## config.mk

```make
export PLATFORM = sky130hd
export DESIGN_NAME = alu16_scheduler
export DESIGN_NICKNAME = d
export VERILOG_FILES = /design/src/rtl/alu16_scheduler.sv
export SDC_FILE = /design/constraint.sdc
export NUM_CORES = 1
export LEC_CHECK = 0
export ABC_AREA = 1
export BUFFER_PORTS_ARGS = -buffer_cell sky130_fd_sc_hd__buf_4
export CAP_MARGIN = 0
export CORE_AREA = 10 10 139 141
export DETAILED_ROUTE_END_ITERATION = 8
export DIE_AREA = 0 0 149 151
export PLACE_DENSITY_LB_ADDON = 0.3
export SETUP_SLACK_MARGIN = 0.4
export SLEW_MARGIN = 0
export SYNTH_ARGS = -nofsm -noshare
export SYNTH_HDL_FRONTEND = slang
export SYNTH_SLANG_ARGS = --single-unit
```

## constraint.sdc

```tcl
create_clock -name clk -period 2.4 [get_ports clk]
set_input_delay 0 -clock clk [delete_from_list [all_inputs] [get_ports clk]]
set_output_delay 0 -clock clk [all_outputs]
set_load 0.005 [all_outputs]
```

## src/rtl/alu16_scheduler.sv

```systemverilog
// alu16_scheduler: round-robin arbiter that time-shares one alu16 among NREQ requesters.
// Define ALU16_SCHED_COUNT_CHECK_EN to enable the sticky alu_count mismatch flag on err.
module alu16_scheduler #(
  parameter int         NREQ       = 4,
  parameter int         IDW        = 2,
  parameter int         ALU_CYCLES = 18,
  parameter logic [3:0] EXP_COUNT  = 4'hF
) (
  input  logic                clk,
  input  logic                rst_n,
  input  logic [NREQ-1:0]     req,
  input  logic [16*NREQ-1:0]  req_a,
  input  logic [16*NREQ-1:0]  req_b,
  input  logic [3*NREQ-1:0]   req_op,
  output logic [NREQ-1:0]     gnt,
  output logic                busy,
  output logic                res_valid,
  output logic [IDW-1:0]      res_id,
  output logic [16:0]         res_data,
  output logic                alu_on,
  output logic [15:0]         alu_ina,
  output logic [15:0]         alu_inb,
  output logic [2:0]          alu_op,
  input  logic [16:0]         alu_out,
  input  logic [3:0]          alu_count,
  output logic                err
);

  typedef enum logic [1:0] {
    S_IDLE   = 2'd0,
    S_LAUNCH = 2'd1,
    S_BUSY   = 2'd2,
    S_DONE   = 2'd3
  } state_t;

  state_t          r_state;
  logic [IDW-1:0]  r_ptr;
  logic [IDW-1:0]  r_id;
  logic [7:0]      r_timer;

  logic [IDW-1:0]  w_win;
  logic [IDW-1:0]  w_sel;
  logic [NREQ-1:0] w_win_oh;
  logic            w_capture;
  int              w_idx;

  // Round-robin pick: scan from the farthest slot back so the nearest one after r_ptr wins.
  always_comb begin
    w_win = '0;
    w_sel = '0;
    w_idx = 0;
    for (int j = NREQ; j >= 1; j--) begin
      w_idx = (int'(r_ptr) + j) % NREQ;
      w_sel = IDW'(w_idx);
      if (req[w_sel]) begin
        w_win = w_sel;
      end else begin
        w_win = w_win;
      end
    end
  end

  assign w_win_oh  = {{(NREQ-1){1'b0}}, 1'b1} << w_win;
  assign w_capture = (r_state == S_BUSY) && (r_timer == 8'd0);

  // Scheduler FSM with all outputs registered.
  always_ff @(posedge clk or negedge rst_n) begin
    if (!rst_n) begin
      r_state   <= S_IDLE;
      r_ptr     <= IDW'(NREQ - 1);
      r_id      <= '0;
      r_timer   <= 8'd0;
      gnt       <= '0;
      busy      <= 1'b0;
      res_valid <= 1'b0;
      res_id    <= '0;
      res_data  <= 17'd0;
      alu_on    <= 1'b0;
      alu_ina   <= 16'd0;
      alu_inb   <= 16'd0;
      alu_op    <= 3'd0;
    end else begin
      case (r_state)
        S_IDLE: begin
          if (|req) begin
            gnt     <= w_win_oh;
            alu_on  <= 1'b1;
            busy    <= 1'b1;
            alu_ina <= req_a[16*int'(w_win) +: 16];
            alu_inb <= req_b[16*int'(w_win) +: 16];
            alu_op  <= req_op[3*int'(w_win) +: 3];
            r_id    <= w_win;
            r_ptr   <= w_win;
            r_state <= S_LAUNCH;
          end else begin
            r_state <= S_IDLE;
          end
        end
        S_LAUNCH: begin
          gnt     <= '0;
          alu_on  <= 1'b0;
          r_timer <= 8'(ALU_CYCLES - 1);
          r_state <= S_BUSY;
        end
        S_BUSY: begin
          if (r_timer == 8'd0) begin
            res_data  <= alu_out;
            res_id    <= r_id;
            res_valid <= 1'b1;
            r_state   <= S_DONE;
          end else begin
            r_timer <= r_timer - 8'd1;
          end
        end
        S_DONE: begin
          res_valid <= 1'b0;
          busy      <= 1'b0;
          r_state   <= S_IDLE;
        end
        default: begin
          gnt       <= '0;
          alu_on    <= 1'b0;
          res_valid <= 1'b0;
          busy      <= 1'b0;
          r_state   <= S_IDLE;
        end
      endcase
    end
  end

`ifdef ALU16_SCHED_COUNT_CHECK_EN
  // Sticky flag: alu16 progress counter disagreed with the expected value at capture.
  always_ff @(posedge clk or negedge rst_n) begin
    if (!rst_n) begin
      err <= 1'b0;
    end else if (w_capture && (alu_count != EXP_COUNT)) begin
      err <= 1'b1;
    end else begin
      err <= err;
    end
  end
`else
  logic w_unused_count;
  assign w_unused_count = (^alu_count) ^ w_capture;
  assign err = 1'b0;
`endif

endmodule

```

* Word level (Yosys, flattened, before mapping) *
Cells that the tools add are included.

operators by class
  $add $sub $neg = 5
  multiply operators = 1
  magnitude comparators = 4
  equality and inequality tests = 6
  shifts and indexed selects = 4
  muxes and demuxes = 24
  reduce and logical (&&, ||, !) cells = 13

operators with widths
  operator                                                     number
  indexed part select 64 x 7 -> 16 bit                         2
  case mux 8 bit (2 select lines)                              1
  less-than comparator 2 x 3 -> 1 bit (second input constant)  4
  AND reduction 2 bit                                          6
  indexed part select 12 x 5 -> 3 bit                          1
  2-to-1 mux 2 bit                                             5
  binary-select mux 1 bit (select 2 bit)                       4
  logical NOT 8 bit                                            1
  2-to-1 mux 8 bit                                             1
  case mux 2 bit (4 select lines)                              1
  case mux 4 bit (2 select lines)                              1
  nonzero test 2 bit                                           4
  subtractor 8 x 1 -> 8 bit (second input constant)            1
  2-to-1 mux 1 bit                                             7
  case mux 1 bit (2 select lines)                              3
  adder 2 x 1 -> 2 bit (second input constant)                 2
  adder 2 bit (second input constant)                          2
  equality test 2 bit (second input constant)                  2
  multiplier 2 x 2 -> 4 bit (first input constant)             1
  2-to-1 mux 4 bit                                             1
  != test 2 bit (second input constant)                        2
  OR reduction 4 bit                                           1
  left shift 1 x 2 -> 4 bit (first input constant)             1
  equality test 2 x 1 -> 1 bit (second input constant)         1
  other kinds (2)                                              2

storage, ports and cells
  register bits = 75
  output and inout port bits = 62
  logic and storage cells = 70

* Logic depth before layout (Yosys ltp) *
Gate-level depths: netlist of run 1.

  depth after elaboration = 10
  gate-level depth with buffers = 17
  gate-level depth less buffers = 15

* Least setup slack after synthesis of run 1 *
Ideal clock, no wire load.

  path type = reg-to-reg
  start = register r_ptr[0]
  end = register alu_ina[10]
  data arrival time = 1647 ps
  required time = 2283 ps
  path slack = 636 ps
  cell stages (with the launch flop) = 17
  path buffers = 3
  clock period less this slack = 1764 ps
  path through = dfstp_2 buf_6 inv_6 nand2_1 nand2_2 nand2_1 nand2_1 a21oi_1 nor2_1 nand2_1 nand2_2 buf_6 buf_2 nand3_1 nand2_1 nand2_1 nand2_1

on the way
  longest elaborated chain between the ends = 8

ends and longest elaborated chain
  what                                      RTL line  source
  from (decl)                               37        logic [IDW-1:0] r_ptr;
  from (signal assigned)                    70        r_ptr <= IDW'(NREQ - 1);
  from (signal assigned)                    93        r_ptr <= w_win;
  adder 2 x 1 -> 2 bit                      53        w_idx = (int'(r_ptr) + j) % NREQ;
  binary-select mux 1 bit (select 2 bit)    55        if (req[w_sel]) begin
  2-to-1 mux 1 bit (implied by the code)    55
  2-to-1 mux 2 bit (3 in series)            55
  2-to-1 mux 2 bit (*)                      55
  indexed part select 64 x 7 -> 16 bit (*)  89        alu_ina <= req_a[16*int'(w_win) +: 16];
  to (signal assigned)                      89
  to (decl)                                 21        output logic [15:0] alu_ina,

Mark *: on every way between the ends. The rest lies on a longest branch, timed or not. The select of a mux whose other input is x is not followed.
A chain may end at the register's enable or synchronous reset.

* Worst setup path after layout of run 1 *
  start = register r_ptr[0]
  end = register gnt[3]

on the way
  longest elaborated chain between the ends = 10

ends and longest elaborated chain
  what                                    RTL line  source
  adder 2 x 1 -> 2 bit                    53
  binary-select mux 1 bit (select 2 bit)  55
  2-to-1 mux 1 bit (implied by the code)  55
  2-to-1 mux 2 bit (3 in series)          55
  2-to-1 mux 2 bit (*)                    55
  left shift 1 x 2 -> 4 bit (*)           63        assign w_win_oh = {{(NREQ-1){1'b0}}, 1'b1} << w_win;
  2-to-1 mux 4 bit (*)                    85        if (|req) begin
  case mux 4 bit (2 select lines) (*)     83        case (r_state)
  to (signal assigned)                    86        gnt <= w_win_oh;
  to (decl)                               15        output logic [NREQ-1:0] gnt,

Marks and branches as above.

==> results of run 1 <==
==> flip-flops by register name (all words and copies together), names as in the netlist, 3 cells and up <==
signal	flops
alu_ina	16
alu_inb	16
alu_op	3
gnt	4
r_timer	8
res_data	17
==> metal layers <==
metal | GRT usage (%) | vias up | wire, um
met2 | 28.18 | 179 | 10300
met3 | 4.743 | 31 | 1560
met4 | 5.986 | 0 | 500
met1 | 20.19 | 2595 | 8618
li1 | - | 2769 | -
met5 | 0 | - | 0
==> cells in the mapped netlist, types with 6 or more instances <==
| cell | n |
|---|---|
| inv_1 | 95 |
| mux2_2 | 17 |
| nand2_2 | 9 |
| dfrtp_1 | 73 |
| o21ai_0 | 17 |
| nand2_1 | 310 |
| buf_2 | 23 |
| nand3_1 | 114 |
| buf_6 | 7 |
| ha_1 | 6 |
| buf_4 | 6 |
| nor2_1 | 10 |
==> per-stage QoR <==
step | utilization [%] | hold WS, ps
after floorplan | - | -295.6
after global placement | 40.86 | 225.2
after detailed placement | 40.86 | 229.7
after CTS | 45.55 | 7.657
after global routing | 47.84 | 59.92
final | 47.84 | 17.30
==> worst max-delay path, delay by kind of cell (launching register included) <==
kind,cells,cell delay [ps]
AOI/OAI and AO/OA,1,80
buffers and inverters,3,470
DFF,1,610
and+or+nand+nor,9,780
==> layout make-up <==
cell class,count,share of cell area [%]
clock inverters,7,0.7465
clock buffers,9,2.859
flip-flops and latches,75,23.86
inverters,102,4.956
repair buffers,272,29.53
multi-input cells,521,34.56
well taps,220,3.494
==> logic make-up (layout without fill, tap and decap cells) <==
family | Yosys count | after routing | synth area share, %
other | 1 | 1 | 0.07640
and+or+nand+nor | 451 | 463 | 39.00
AOI/OAI and AO/OA | 29 | 29 | 3.135
DFF | 75 | 75 | 38.29
adders and majority gates | 6 | 6 | 1.529
buffers and inverters | 143 | 390 | 13.15
muxes | 18 | 18 | 4.104
xor gates and xnor gates | 4 | 4 | 0.7139
==> how the worst max path moves through the flow <==
stage / startpoint / slack [ps] / endpoint / cells past startpoint
finish: r_ptr[0] / 330 / gnt[3] / 13
CTS: r_ptr[0] / 390 / alu_ina[2] / 13
global placement: r_ptr[0] / 150 / alu_inb[3] / 15
global route: r_ptr[0] / 230 / alu_op[0] / 16
floorplan: r_ptr[0] / 640 / alu_ina[10] / 16
detailed placement: r_ptr[0] / 120 / alu_inb[3] / 15
==> power by group through the flow <==
stage | registers (mW) | clock network (mW) | logic, mW
6_report | 2.25 | 1.34 | 9.07
3_3_place_gp | 2.24 | 0 | 6.74
4_1_cts | 2.24 | 1.38 | 8.10
5_1_grt | 2.32 | 1.43 | 10.0
3_5_place_dp | 2.26 | 0 | 6.80
2_1_floorplan | 2.25 | 0 | 4.72
==> timing repair <==
item	4_1_cts	5_1_grt
setup endpoints to repair	39	41
setup buffers	8	7
pin swaps	9	16
endpoints found under the hold margin	90	0
hold buffers	18	0
gates cloned	9	8
gates resized for setup	18	41
==> results.toml, run 1 <==
[outcome]
status = "completed"

[yosys]
ys_seq_elements = 75
netlist_area_mm2 = 0.004908
synth_top_area_share_pct = 37.22
yosysTopAreaCell = "dfrtp_1"
synth_nets = 900
yosysSeqAreaShare_pct = 38.29
synth-async-reset-ratio_pct = 100.0
synth-edff-count = 0
yosysWarningCount = 0
synthTopCellsByArea = "dfrtp_1 37%, nand2_1 24%, nand3_1 12%"
postSynthCellCount = 727
synthFlopType = "dfrtp_1"
syn_area_per_cell_um2 = 6.752
ys_types = 32

[cells_and_area]
fin_nets = 1154
fill_cells = 1657
syn2layout_area_growth_pct = 60.49
mostFrequentLayoutCells = "291 x nand2_1, 234 x buf_4, 112 x nand3_1, 95 x inv_1, 73 x dfrtp_1"
final-instance-count-excl-fill = 1206
final-seq-area_mm2 = 0.001879
drive_gt1_share_pct = 34.89
final_area_mm2 = 0.007878
antenna-diode-count = 0
multi_input_area_mm2 = 0.002723
final_common_cell = "nand2_1"

[setup_path]
endpoint_kind = "flip-flop"
r2r_end = "gnt[3]"
slowest_stage = "dfstp_2"
crit_path_cell_trace = "clkinv_4 -> nand2_2 -> nand2_2 -> nand2_2 -> nand2_4 -> nand2_4 -> nand2_4 -> nand2_8 -> buf_12 -> nand2_8 -> buf_4 -> nand3_1 -> o21ai_0"
rr_worst_depth = 13
reg2reg_from = "r_ptr[0]"
critical_path_required_ps = 2620
cp-start-kind = "flip-flop"
worstPathArrival_ps = 2290
reg2reg_setup_slack_ps = 330
worstSetupPathType = "reg2reg"
crit_path_max_incr_delay_ps = 610
critPathMaxFanout = 8

[min_path]
whs_path_depth = 7
hp-start = "req_a[61]"
holdPathEnd = "alu_ina[13]"
hold_path.class = "in2reg"

[floorplan]
ioPinCount = 229
die_y_um = 151
design.die.area_mm2 = 0.02250
core.rowCount = 47
die_x_um = 149
start_util_pct = 29.81
core_area_mm2 = 0.01647

[sta]
worstMarginPinSlew_ps = 979.1
slew-limit-headroom_pct = 34.73
min_period_ps = 2068
setup_ws_ps = 332.3
fin_skew_ps = 8.353
drv_slew = 0
final.setup.tns_ps = 0
rsz0062_at_grt = "true"
setup_violations = 0
timing.fmax_mhz = 483.6
hold_violations = 0
fin_crit_sh_pct = 86.16

[clock_tree]
htreeDepth = 3
clkTransAtPathRegs_ps = 70
clock_path_buffers = 2
numCtsBuffers = 9
clockRootBuffer = "clkbuf_16"
cts_tree = "done"
clkSinkCount = 75
clock_latency_ps = 350

[power_and_ir_drop]
clockPowerShare_pct = 10.6
seq_power_share_pct = 17.8
power.total_mw = 12.65
netSwitchingPower_mw = 6.327
swShare_pct = 50.00
power_density_mw_per_mm2 = 1606
p_int_mw = 6.327
p_leak_nw = 4.460
comb_power_share_pct = 71.7
max-vdd-ir-drop_uv = 858.3

[global_route]
antenna_found_initial = 0
grt_pass1_wl_um = 29330
grt_pass1_vias = 5094
grt_start_max_net_pins = 76
grt.overflow.total = 0
grt.total_usage_pct = 16.81

[flow_run]
drv_cap = 0

[place]
place.gp.congestion = 0.8344
dp_cells = 1140
portBuffers = 223
place_area_mm2 = 0.006728
pre_cts_ws_ps = 115.9
dp_hpwl_um = 13010

[drt]
wire_per_inst_um = 17.40
drt-pass1-iter-count = 4
post_drt_via_cell_ratio = 4.622
dr.first_iter.drc_count = 350
drc_errors = 0
vias = 5574
drt_wl_total_um = 20980
ant_nets = 0
(Power assumes the default switching activity.)
==> run 2, diff against run 1 <==
Settings changed: PLACE_DENSITY_LB_ADDON 0.3 to default.
==> run 2 against run 1 <==
Against the previous run: hold slack improved by 5.0 ps; largest power group unchanged; critical path depth increased by 2; die area unchanged.
==> results.toml, run 2 (synthesis gave the netlist of run 1 again) <==
[outcome]
status = "completed"

[setup_path]
cp-start-kind = "flip-flop"
critPathMaxFanout = 8
worstPathArrival_ps = 2250
critical_path_required_ps = 2620
rr_worst_depth = 15
worstSetupPathType = "reg2reg"
endpoint_kind = "flip-flop"

[floorplan]
ioPinCount = 229
design.die.area_mm2 = 0.02250
core_area_mm2 = 0.01647
start_util_pct = 29.81
die_y_um = 151
core.rowCount = 47
die_x_um = 149

[clock_tree]
clkSinkCount = 75
clock_latency_ps = 340
clkTransAtPathRegs_ps = 70
clock_path_buffers = 2
numCtsBuffers = 9
htreeDepth = 3
cts_tree = "done"
clockRootBuffer = "clkbuf_16"

[min_path]
whs_path_depth = 7
hold_path.class = "in2reg"

[power_and_ir_drop]
netSwitchingPower_mw = 5.640
swShare_pct = 46.44
p_leak_nw = 4.386
comb_power_share_pct = 70.0
power_density_mw_per_mm2 = 1582
max-vdd-ir-drop_uv = 846.4
clockPowerShare_pct = 11.5
p_int_mw = 6.505
seq_power_share_pct = 18.5
power.total_mw = 12.14

[cells_and_area]
final_common_cell = "nand2_1"
syn2layout_area_growth_pct = 56.39
fin_nets = 1147
largest_register_ff_count = 17
drive_gt1_share_pct = 32.69
antenna-diode-count = 0
largest_registers = "res_data: 17 flops, alu_ina: 16 flops, alu_inb: 16 flops"
top_register = "res_data"
mostFrequentLayoutCells = "306 x nand2_1, 239 x buf_4, 112 x nand3_1, 95 x inv_1, 73 x dfrtp_1"

[sta]
setup_ws_ps = 369.8
worstMarginPinSlew_ps = 998.2
setup_violations = 0
holdWs_ps = 22.35
final.setup.tns_ps = 0
fin_crit_sh_pct = 84.59
drv_slew = 0
min_period_ps = 2030
rsz0062_at_grt = "true"
hold_violations = 0
slew-limit-headroom_pct = 33.45
timing.fmax_mhz = 492.6
fin_skew_ps = 12.64

[place]
pre_cts_ws_ps = 301.1
dp_hpwl_um = 13290
place.gp.congestion = 0.8278
portBuffers = 223

[drt]
ant_nets = 0
drt_wl_total_um = 19350
drt-pass1-iter-count = 4
vias = 5389
wire_per_inst_um = 16.14
post_drt_via_cell_ratio = 4.495
drc_errors = 0
dr.first_iter.drc_count = 251

[global_route]
grt_pass1_wl_um = 29590
antenna_found_initial = 0
grt_start_max_net_pins = 76
grt_pass1_vias = 5268
grt.overflow.total = 0
grt.total_usage_pct = 16.54

[flow_run]
drv_cap = 0
run 2: path summary, 6_finish.rpt:
kind / from / to / slack, ps
min in group asynchronous: rst_n / alu_inb[4] / 340
worst max register to register: r_ptr[0] / alu_inb[2] / 370
worst min register to register: alu_inb[10] / alu_inb[10] / 480
max in group asynchronous: rst_n / alu_inb[15] / 1360
worst min-delay path: req_b[59] / alu_inb[11] / 20
worst max-delay path: r_ptr[0] / alu_inb[2] / 370
run 2: power by group through the flow:
stage	Clock [mW]	Sequential, mW	Combinational [mW]
6_report	1.40	2.25	8.50
3_5_place_dp	0	2.25	7.03
5_1_grt	1.49	2.32	9.51
2_1_floorplan	0	2.25	4.72
4_1_cts	1.45	2.24	8.18
3_3_place_gp	0	2.23	6.99
run 2: worst max-delay path: stages, from the launching register on:
cell	delay (ps)
dfstp_2	640
inv_6	70
nand2_2	70
nand2_2	70
nand2_2	90
nand2_2	60
nand2_4	90
nand2_4	70
nand2_8	120
buf_12	150
clkbuf_16	160
nand3_1	60
nand3_1	80
nand2_1	50
nand2_1	50
nand2_1	60
run 2: what timing repair did:
item                                    4_1_cts  5_1_grt
gates cloned                                  5        3
endpoints found under the setup margin       35       44
hold endpoints to repair                     90        0
pin swaps                                     3        8
resized for setup                            19        7
hold buffers                                 18        0
setup buffers                                10        2
run 2: metal layers:
metal / global-route usage, % / wire [um] / share of wire (%)
met1: 20.48 / 8327 / 43
met2: 26.67 / 9213 / 48
met3: 5.459 / 1542 / 8.0
met4: 5.201 / 269 / 1.4
met5: 0 / 0 / 0
run 2: layout make-up:
type | instances | area, um^2
Multi-Input combinational cell | 511 | 2474
Clock inverter | 5 | 60.06
Timing Repair Buffer | 275 | 2357
Inverter | 102 | 387.9
Clock buffer | 11 | 242.7
Sequential cell | 75 | 1879
Fill cell | 1706 | 8790
Tap cell | 220 | 275.3
run 2: through the flow:
step	instance area (um^2)	util [%]	instances
after floorplan	4908	-	727
after global placement	6778	41.16	1145
after detailed placement	6778	41.16	1145
after CTS	7551	45.86	1194
after global routing	7676	46.62	1199
final	7676	46.62	1199
